[src/rtl/dispatch_controller.sv]
// Instruction dispatcher: decodes opcodes, issues them round-robin onto NUM_UNITS
// ALU units with per-unit occupancy counters, and counts illegal opcodes.
module dispatch_controller #(
    parameter int OPCODE_W  = 8,
    parameter int NUM_UNITS = 2,
    parameter int MUL_LAT   = 3,
    parameter int DIV_LAT   = 8
) (
    input  logic                 clk,
    input  logic                 rst_n,
    input  logic                 in_valid,
    input  logic [OPCODE_W-1:0]  in_opcode,
    output logic                 in_ready,
    output logic                 issue_valid,
    output logic [3:0]           issue_op,
    output logic [NUM_UNITS-1:0] issue_unit,
    output logic [NUM_UNITS-1:0] unit_busy,
    output logic [NUM_UNITS-1:0] retire,
    output logic                 illegal,
    output logic [7:0]           illegal_count
);
    localparam int MAX_LAT = (MUL_LAT > DIV_LAT) ? MUL_LAT : DIV_LAT;
    localparam int CNT_W   = $clog2(MAX_LAT + 1);
    localparam int PTR_W   = (NUM_UNITS > 1) ? $clog2(NUM_UNITS) : 1;
    localparam int EXT_W   = OPCODE_W + 1;

    // Handshake: an instruction is accepted in any cycle where in_valid and
    // in_ready are both high; in_ready depends only on registered counters.

    logic [CNT_W-1:0]     cnt [NUM_UNITS];
    logic [PTR_W-1:0]     ptr;
    logic [NUM_UNITS-1:0] avail;
    logic                 legal;
    logic [3:0]           dec_op;
    logic [CNT_W-1:0]     occ;
    logic                 accept;
    logic                 take;
    logic                 bad;
    logic [PTR_W-1:0]     sel_idx;
    logic [NUM_UNITS-1:0] sel_onehot;
    logic                 sel_found;
    int                   idx;

    always_comb begin
        dec_op = in_opcode[3:0];
        legal  = ({1'b0, in_opcode} < EXT_W'(16)) && (dec_op != 4'h0) && (dec_op != 4'hD);
        case (dec_op)
            4'h3:       occ = CNT_W'(MUL_LAT);
            4'h4, 4'h5: occ = CNT_W'(DIV_LAT);
            default:    occ = CNT_W'(1);
        endcase
    end

    // A unit finishing this cycle (cnt == 1) already counts as available.
    always_comb begin
        avail     = '0;
        unit_busy = '0;
        retire    = '0;
        for (int i = 0; i < NUM_UNITS; i++) begin
            avail[i]     = (cnt[i] <= CNT_W'(1));
            unit_busy[i] = (cnt[i] != '0);
            retire[i]    = (cnt[i] == CNT_W'(1));
        end
    end

    assign in_ready = |avail;
    assign accept   = in_valid && in_ready;
    assign take     = accept && legal;
    assign bad      = accept && !legal;

    // First available unit at or after the pointer, wrapping around.
    always_comb begin
        sel_found = 1'b0;
        sel_idx   = '0;
        idx       = 0;
        for (int i = 0; i < NUM_UNITS; i++) begin
            idx = int'(ptr) + i;
            if (idx >= NUM_UNITS) idx = idx - NUM_UNITS;
            if (!sel_found && avail[idx]) begin
                sel_found = 1'b1;
                sel_idx   = PTR_W'(idx);
            end
        end
        sel_onehot = NUM_UNITS'(1) << sel_idx;
    end

    always_ff @(posedge clk) begin
        if (!rst_n) begin
            for (int i = 0; i < NUM_UNITS; i++) cnt[i] <= '0;
            ptr           <= '0;
            issue_valid   <= 1'b0;
            issue_op      <= 4'h0;
            issue_unit    <= '0;
            illegal       <= 1'b0;
            illegal_count <= 8'h00;
        end else begin
            for (int i = 0; i < NUM_UNITS; i++) begin
                if (take && sel_onehot[i]) cnt[i] <= occ;
                else if (cnt[i] != '0)     cnt[i] <= cnt[i] - CNT_W'(1);
            end
            if (take) begin
                if (sel_idx == PTR_W'(NUM_UNITS - 1)) ptr <= '0;
                else                                  ptr <= sel_idx + PTR_W'(1);
            end
            issue_valid <= take;
            issue_op    <= take ? dec_op : 4'h0;
            issue_unit  <= take ? sel_onehot : '0;
            illegal     <= bad;
            if (bad && illegal_count != 8'hFF) illegal_count <= illegal_count + 8'h01;
        end
    end
endmodule
[config.mk]
export PLATFORM = sky130hd
export DESIGN_NAME = dispatch_controller
export DESIGN_NICKNAME = d
export VERILOG_FILES = /design/src/rtl/dispatch_controller.sv
export SDC_FILE = /design/constraint.sdc
export NUM_CORES = 1
export LEC_CHECK = 0
export CAP_MARGIN = 20
export CORE_ASPECT_RATIO = 1.5
export CORE_MARGIN = 8
export CORE_UTILIZATION = 35
export CTS_CLUSTER_DIAMETER = 120
export DETAILED_ROUTE_END_ITERATION = 8
export SLEW_MARGIN = 20
export SYNTH_ARGS = -nofsm -noshare
export SYNTH_HDL_FRONTEND = slang
export SYNTH_SLANG_ARGS = --single-unit
[constraint.sdc]
create_clock -name clk -period 6.5 [get_ports clk]
set_clock_uncertainty 0.2 [all_clocks]
set_input_delay 0.975 -clock clk [delete_from_list [all_inputs] [get_ports clk]]
set_output_delay 0.975 -clock clk [all_outputs]
set_load 0.005 [all_outputs]
After elaboration in Yosys (flattened, before gate mapping)
Memory sizes are Yosys's and may differ from the RTL's.
Cells that the tools add are included.
{"block": "totals", "ff_bits": 17, "ram_bits": 8, "word_cells": 82, "mem_count": 1}
{"memory": "cnt", "words": 2, "word_bits": 4, "rd": 2, "rd_clocked_by_memory_dff": 0, "write_ports": 2, "line_no": "30", "rtl": "logic [CNT_W-1:0] cnt [NUM_UNITS];"}
{"block": "op_classes", "n_addsub": 7, "magnitude_cmp": 7, "n_eq_ne": 7, "shifts": 1, "n_mux": 32, "bitwise_logic": 4, "n_reduce_logical": 17}
{"operator": "32-bit by 3-bit less-than comparator with 1-bit output, second input constant", "n": 2}
{"operator": "32-bit two-way mux", "n": 2}
{"operator": "1-bit two-way mux", "n": 25}
{"operator": "4-bit two-way mux", "n": 4}
{"operator": "4-bit nonzero test", "n": 3}
{"operator": "1-bit logical AND", "n": 9}
{"operator": "8-bit by 1-bit adder with 8-bit output, second input constant", "n": 1}
{"operator": "4-bit by 1-bit == test with 1-bit output, second input constant", "n": 2}
{"operator": "4-bit by 3-bit == test with 1-bit output, second input constant", "n": 2}
{"operator": "4-bit by 1-bit <= comparator with 1-bit output, second input constant", "n": 2}
{"operator": "8-bit by 5-bit less-than comparator with 1-bit output, second input constant", "n": 1}
{"operator": "8-bit != test, second input constant", "n": 1}
{"operator": "4-bit case mux with 2 select lines", "n": 1}
{"operator": "4-bit by 1-bit subtractor with 4-bit output, second input constant", "n": 2}
{"operator": "4-bit by 2-bit == test with 1-bit output, second input constant", "n": 1}
{"operator": "4-bit != test, second input constant", "n": 1}
{"operator": "1-bit bitwise OR", "n": 4}
{"operator": "2-bit OR reduction", "n": 2}
{"operator": "1-bit by 2-bit subtractor with 3-bit output, second input constant", "n": 1}
{"operator": "2-bit by 2-bit subtractor with 3-bit output, second input constant", "n": 1}
{"operator": "1-bit by 1-bit adder with 2-bit output, second input constant", "n": 1}
{"operator": "1-bit by 2-bit greater-or-equal comparator with 1-bit output, second input constant", "n": 1}
{"operator": "2-bit greater-or-equal comparator, second input constant", "n": 1}
{"operator": "1-bit zero test", "n": 2}
{"operator": "3 further kinds", "n": 3}

Longest topological paths before layout
Gate-level depths: netlist of the first run.
{"block": "logic_depth", "ltp_word": 16, "depth_mapped": 7}

Worst setup path before layout of the first run
No wires, ideal clock.
{"block": "synth_timing", "path_type": "register to output", "startpoint": "memory cnt[1][0] (netlist name)", "endpoint": "output port in_ready", "arrival_ps": 1350, "required_ps": 5325, "setup_slack_ps": 3975, "stages_incl_launch_ff": 6, "cell_sequence": "edfxtp_1 inv_1 ha_1 or2_1 a22oi_4 inv_2"}
{"element": "from (decl)", "line_no": "30"}
{"element": "to (decl)", "line_no": "13", "rtl": "output logic in_ready,"}

==> impl_results.md, run 1 <==
* Result of the run: completed
* RSZ-0062 raised after global routing: false
* Area share of fa/ha/maj cells after synthesis at 4.99%
* Number of synthesized flops with an enable pin at 8
* Setup Viol. Count Final at 0
* Number of standard cells after synthesis at between 150 and 200
* Sum of overflow across all layers after global routing at 0
* Biggest area consumer among synthesized cells: sky130_fd_sc_hd__dfxtp_1
* Max-Cap Viols at 0
* Power share of the clock group at 14.1%
* Avg Cell Area, Syn at 9.97 µm²
* First-pass GRT wire length at roughly 6300 µm
* Leading cell types in the layout, fill and taps excluded: sky130_fd_sc_hd__clkdlybuf4s50_1 (31), sky130_fd_sc_hd__dfxtp_1 (17), sky130_fd_sc_hd__nand2_1 (14)
* #FFs+latches synth at 25
* Count of TritonRoute iterations in the first routing pass at 4
* Top FF cell, synth: sky130_fd_sc_hd__dfxtp_1
* Ys async rst share at 0%
* Post-synthesis simple-gate area fraction at 29.4%
* Arrival time worst endpoint at 2340 ps
* Static leakage at 0.693 nW
* Slew Limit Fails at 0
* Largest stage delay on the critical path at 480 ps
* WL per Instance at 16.6 µm
* Count of port buffers added during placement at 31
* Clock tree sinks at 25
* Top fanout value on the critical path at 9
* Xor/xnor cell area share of the yosys netlist at approximately 2.3%
* Initial antenna violation count at 0
* Clock Tree Root: sky130_fd_sc_hd__clkbuf_8
* Combinational group share of total power at 51.5%
* CTS clk-pin slew, worst paths at approximately 90 ps
* Post-Synthesis Net Count at between 150 and 200
* Total instance count after detailed placement at 225
* I/O pin cnt at 32
* CTS buffer count at 3
* Horizontal extent of the die at 69.5 µm
* Final #Nets at 201
* Startpoint of the worst setup timing path: cnt[1][0]$_DFFE_PP_
* Die extent in y at 96.3 µm
* Final period demand of the worst path at 3520 ps
* Capture instance of the worst register-to-register path: cnt[1][0]$_DFFE_PP_
* First DRT Iteration DRCs at 73
* GPL Wtd Cong at between 0.8 and 0.9
* Vias in the first global route at around 1300
* Final cycle utilization of the critical path at about 54%
* Final hold vios at 0
* HPWL Detailed at 2960 µm
* Highest clock frequency the design can meet at 284 MHz
* Count of inserted antenna diode cells at 0
* Initial cell density of the core at between 30% and 40%
* Vias per inst at 5.65
* Most common library cell in the layout ignoring fill and taps: sky130_fd_sc_hd__clkdlybuf4s50_1
* NetSw at 266 µW
* Internal power contribution at between 300 and 400 µW
* Number of placement rows at 29
* Die ar. at 0.00670 mm²
* CTS H-tree depth at 1
* Share of layout cells above drive strength 1 at 12.6%
* Worst hold-check path type: register to register
* Main combinational cell family by area after synthesis: simple AND/OR/NAND/NOR gates
* Slowest cell on the critical path: sky130_fd_sc_hd__clkdlybuf4s50_1
* Register area share after synthesis at 38.6%
* Critical-path cell list: inv_1 > ha_1 > or2_1 > a22oi_4 > inv_2 > clkdlybuf4s50_1
* Netlist Area Pre-Place at 0.00151 mm²
* End of the critical path: in_ready
* Area of the placeable core at ~0.0042 mm²
* Fraction of synthesized area in multiplexers at 4.66%
* Post-route ant nets at 0
* Number of gates resized after CTS at 0
* Post-synthesis compound-gate area fraction at 17.3%
* Worst slew slack as a fraction of its limit at 42.5%
* Latest clock arrival within the worst-skew pair at 270 ps
* Hold_buf cts at 0
* Pin count of the biggest net entering global routing at 25
* Kind of end point of the critical path: output port
* Number of buffers inserted to repair setup after CTS at 0
* Total detailed-routing wirelength at between 3000 and 4000 µm
* DRC violation count after routing at 0
* Register-to-Register Setup Slack at 4050 ps
* Sequential Power Share at 34.4%
* Clock tree from TritonCTS: built
* Non-filler instance count after layout at 229
* Setup TNS at 0 ps
* Data required, critical path at 5320 ps
* Sw Ratio at 40.5%
* Synth cell types at 48
* Power per Cell Area at 344 mW/mm²
* Worst slew pin tran at 860 ps
* Via count at 1293
* Total global-route track usage at 11.3%
* Area grow syn2layout at 26.8%
* Area share of the leading cell type in the synthesized netlist at between 20% and 30%
* Type of element launching the critical path: register
* Cell types occupying the most area after synthesis: sky130_fd_sc_hd__dfxtp_1 (23%), sky130_fd_sc_hd__edfxtp_1 (16%), sky130_fd_sc_hd__ha_1 (5.0%)
* Synthesis warning total at 0
* Number of buffers between clock root and the deepest sink at 2
* Type of the setup path with the least slack: register to output port
* Register-to-Register Path Depth at 7
* IR drop worst, VDD at 0.259 mV
* Reg2Reg Launch Point: cnt[1][0]$_DFFE_PP_
## kinds of logic (layout without fill, tap and decap cells)
family	after synthesis	count (layout)
AND/OR/NAND/NOR	68	68
XOR/XNOR	4	4
buffers and inverters	11	43
multiplexers	7	7
adder cells (fa/ha/maj)	6	6
flip-flops	25	25
AO/OA/AOI/OAI	30	30
## synthesized netlist by cell type (all sizes together), types with 2 or more instances
master	n
nor4b	3
clkbuf	3
nand2	14
nand2b	5
o21ai	5
inv	8
or2	3
o2111ai	3
a21boi	2
o211ai	6
o31ai	3
xor2	3
nor2	7
nand4	4
and2	9
dfxtp	17
nand3	8
o22ai	2
nor3	3
and4	4
mux2i	7
and3	2
ha	6
edfxtp	8
## power by group through the flow
stage | registers (mW) | logic, mW | clock network (mW)
2_1_floorplan | 0.225 | 0.219 | 0
3_3_place_gp | 0.228 | 0.328 | 0
3_5_place_dp | 0.230 | 0.340 | 0
4_1_cts | 0.226 | 0.342 | 0.0963
5_1_grt | 0.231 | 0.373 | 0.103
6_report | 0.226 | 0.338 | 0.0926
## area by class of cell
cell class | count | area [µm²]
inverters | 8 | 30.0
clock buffers | 3 | 41.3
flip-flops and latches | 25 | 581
clock inverters | 1 | 5.00
multi-input cells | 115 | 883
fillers | 398 | 2260
repair buffers | 31 | 310
well taps | 46 | 57.6
## worst min path at each step
stage	startpoint	to	slack (ps)	cells after the start
CTS	illegal_count[6]$_SDFFE_PN0P_	illegal_count[6]$_SDFFE_PN0P_	320	2
finish	illegal_count[1]$_SDFFE_PN0P_	illegal_count[1]$_SDFFE_PN0P_	310	2
global route	illegal_count[6]$_SDFFE_PN0P_	illegal_count[6]$_SDFFE_PN0P_	340	2
floorplan	illegal_count[1]$_SDFFE_PN0P_	illegal_count[1]$_SDFFE_PN0P_	290	2
detailed placement	illegal_count[6]$_SDFFE_PN0P_	illegal_count[6]$_SDFFE_PN0P_	300	2
global placement	illegal_count[6]$_SDFFE_PN0P_	illegal_count[6]$_SDFFE_PN0P_	300	2
## worst max-delay path: cells and delay by family (launching register included)
| kind | cells | cell delay [ps] |
|---|---|---|
| buffers and inverters | 3 | 720 |
| flip-flops | 1 | 390 |
| AO/OA/AOI/OAI | 1 | 350 |
| AND/OR/NAND/NOR | 1 | 340 |
| adder cells (fa/ha/maj) | 1 | 270 |
## registers in the layout (all words and copies together) (netlist names)
| register | flops |
|---|---|
| illegal | 1 |
| ptr | 1 |
| cnt | 8 |
| issue_valid | 1 |
| illegal_count | 8 |
| issue_unit | 2 |
| issue_op | 4 |
## per-layer routing
metal	GRT usage, %	share of wire, %
met1	11.2	37
met2	21.7	56
met3	3.20	4.5
met4	4.63	1.7
met5	0	0
## per-stage QoR
step                hold slack (ps)  cell area [µm²]  util, %  setup WS [ps]  total power [mW]
finish                          314             1910     45.7           2980             0.656
global route                    337             1910     45.7           2850             0.707
CTS                             320             1910     45.7           2970             0.665
detailed placement              304             1860     44.6           3240             0.570
global placement                298             1860     44.6           3320             0.556
floorplan                       287             1510        -           3980             0.444
(Power assumes the default switching activity.)
==> run 2, diff against run 1 <==
clock period = 3.63 ns   (was 6.5 ns; I/O delays follow)
==> run 2 against run 1 <==
Clock-buffer cell count did not move. Non-clock buffer count is 1 higher. Die area stayed put. Highest routed layer unchanged. Core utilization grew 0.18 points. Final cell count up 0.44%. Power is 78% higher. Largest power group unchanged. Global-route usage hardly changed. First-iteration DRC count decreased by 55%. Worst setup slack worse by 2400 ps. Sequential share of layout area down 0.12 points.
==> impl_results.md, run 2 (synthesis results as in run 1) <==
* Result of the run: completed (unchanged)
* Vias per inst at 5.59 (was 5.65)
* First-pass GRT wire length at 6320 µm (was 6260 µm)
* Top fanout value on the critical path at 9 (unchanged)
* Die ar. at 0.00670 mm² (unchanged)
* Register-to-Register Setup Slack at 1240 ps (was 4050 ps)
* Data required, critical path at 2890 ps (was 5320 ps)
* Sum of overflow across all layers after global routing at 0 (unchanged)
* Placement Setup Slack at 879 ps (was 3240 ps)
* Largest registers: cnt (8), illegal_count (8), issue_op (4) (unchanged)
* Total detailed-routing wirelength at 3820 µm (was 3800 µm)
* CTS clk-pin slew, worst paths at 90 ps (about the same)
* Capture instance of the worst register-to-register path: cnt[1][3]$_DFFE_PP_ (was cnt[1][0]$_DFFE_PP_)
* Initial antenna violation count at 0 (unchanged)
* Highest clock frequency the design can meet at 328 MHz
* Setup TNS at 0 ps (unchanged)
* Power per Cell Area at 611 mW/mm² (was 344 mW/mm²)
* Post-detailed-placement cell area at 0.00187 mm² (was 0.00186 mm²)
* Worst slew slack as a fraction of its limit at 66.5% (was 42.5%)
* Hold_buf cts at 0 (unchanged)
* Final #Nets at 202 (was 201)
* Vias in the first global route at 1370 (was 1330)
* Most common library cell in the layout ignoring fill and taps: sky130_fd_sc_hd__clkdlybuf4s50_1 (unchanged)
* Multi-input combinational cell area at 883 µm² (unchanged)
* Count of inserted antenna diode cells at 0 (unchanged)
* Type of element launching the critical path: register (unchanged)
* Slowest cell on the critical path: sky130_fd_sc_hd__clkdlybuf4s50_1 (unchanged)
* Slew Limit Fails at 0 (unchanged)
* Largest stage delay on the critical path at 490 ps (was 480 ps)
* Number of gates resized after CTS at 0 (unchanged)
* Worst Path Buf+Inv at 3 (unchanged)
* Final cycle utilization of the critical path at 84.1%
* Worst slew pin tran at 498 ps (was 860 ps)
* Share of layout cells above drive strength 1 at 13.0% (was 12.6%)
* WL per Instance at 16.6 µm (about the same)
* Post-route ant nets at 0 (unchanged)
* Hold path start: illegal_count[1]$_SDFFE_PN0P_ (unchanged)
* Leading cell types in the layout, fill and taps excluded: sky130_fd_sc_hd__clkdlybuf4s50_1 (31), sky130_fd_sc_hd__dfxtp_1 (17), sky130_fd_sc_hd__nand2_1 (14) (unchanged)
* Horizontal extent of the die at 69.5 µm (unchanged)
* Number of buffers between clock root and the deepest sink at 2 (unchanged)
* Register-to-Register Path Depth at 7 (unchanged)
* Worst Hold Margin at 316 ps (was 314 ps)
* Clock tree from TritonCTS: built (unchanged)
* Endpoint of the worst hold path: illegal_count[1]$_SDFFE_PN0P_ (unchanged)
* Final hold vios at 0 (unchanged)
* Fill cell count at 404 (was 398)
* Setup Viol. Count Final at 0 (unchanged)
* Type of the setup path with the least slack: register to output port (unchanged)
* Cell depth of the worst min-delay path at 2 (unchanged)
* Total global-route track usage at 11.3% (about the same)
* Area of the placeable core at 0.00417 mm² (unchanged)
* Arrival time worst endpoint at 2310 ps (was 2340 ps)
* First DRT Iteration DRCs at 33 (was 73)
* Area taken by flip-flops and latches at 581 µm² (unchanged)
* IR drop worst, VDD at 0.414 mV (was 0.259 mV)
* CTS buffer count at 3 (unchanged)
* Pin count of the biggest net entering global routing at 16 (was 25)
* CTS H-tree depth at 1 (unchanged)
* GPL Wtd Cong at 0.748 (was 0.801)
* Count of port buffers added during placement at 31 (unchanged)
* I/O pin cnt at 32 (unchanged)
* Final period demand of the worst path at 3050 ps
* Via count at 1286 (was 1293)
* Kind of end point of the critical path: output port (unchanged)
* RSZ-0062 raised after global routing: false (unchanged)
* Critical-path cell list: inv_1 > ha_1 > or2_1 > a22oi_4 > inv_2 > clkdlybuf4s50_1 (unchanged)
* Final setup margin at 578 ps (was 2980 ps)
* Die extent in y at 96.3 µm (unchanged)
* Latest clock arrival within the worst-skew pair at 270 ps (about the same)
* Initial cell density of the core at 36.1% (unchanged)
* Area grow syn2layout at 27.3% (was 26.8%)
* Final instance area at 0.00192 mm² (was 0.00191 mm²)
* Number of placement rows at 29 (unchanged)
* DRC violation count after routing at 0 (unchanged)
* Reg2Reg Launch Point: cnt[1][0]$_DFFE_PP_ (unchanged)
* Number of buffers inserted to repair setup after CTS at 0 (unchanged)
* Static leakage at 0.698 nW (was 0.693 nW)
* Clock tree sinks at 25 (unchanged)
* Largest delay share family, worst path: buffers and inverters (unchanged)
* Clock Tree Root: sky130_fd_sc_hd__clkbuf_8 (unchanged)
* HPWL Detailed at 3040 µm (was 2960 µm)
* Worst hold-check path type: register to register (unchanged)
* Count of TritonRoute iterations in the first routing pass at 4 (unchanged)
* Max-Cap Viols at 0 (unchanged)
## run 2: how the worst max path moves through the flow
stage                                    to                 from  depth (start not counted)  slack, ps
floorplan           cnt[0][0]$_SDFFCE_PN0P_  cnt[1][0]$_DFFE_PP_                          5       1440
global placement                   in_ready  cnt[1][0]$_DFFE_PP_                          6        880
detailed placement                 in_ready  cnt[1][0]$_DFFE_PP_                          6        880
CTS                                in_ready  cnt[1][0]$_DFFE_PP_                          6        550
global route                       in_ready  cnt[1][0]$_DFFE_PP_                          6        460
finish                             in_ready  cnt[1][0]$_DFFE_PP_                          6        580
## run 2: power breakdown
part	internal, mW	switching (mW)	leakage (nW)	total (mW)
combinational	0.260	0.338	0.445	0.598
sequential	0.361	0.0435	0.227	0.405
clock	0.0768	0.0905	0.0255	0.167
total	0.698	0.472	0.698	1.17
## run 2: per-layer routing
layer,up-vias,routed length (µm),global-route usage [%]
li1,634,-,-
met1,620,1410,10.6
met2,26,2210,23.2
met3,6,169,2.79
met4,0,36,3.60
met5,-,0,0
## run 2: worst min-delay path, stage by stage, from the launching register on
cell and delay [ps]:
sky130_fd_sc_hd__dfxtp_1 350, sky130_fd_sc_hd__nand2_1 60, sky130_fd_sc_hd__mux2i_1 60
## run 2: through the flow
stage                     util [%]  total power [mW]  cells
final                         45.9              1.17    230
after global routing          45.9              1.26    230
after CTS                     45.9              1.18    230
after detailed placement      44.8              1.01    226
after global placement        44.8             0.996    226
after floorplan                  -             0.795    151
## run 2: final cells by class
cell class | count | share of cell area, %
clock buffer | 3 | 2.16
sequential | 25 | 30.3
inverter | 8 | 1.57
multi-input combinational | 115 | 46.1
clock inverter | 1 | 0.261
tap | 46 | 3.00
timing repair buffer | 32 | 16.6
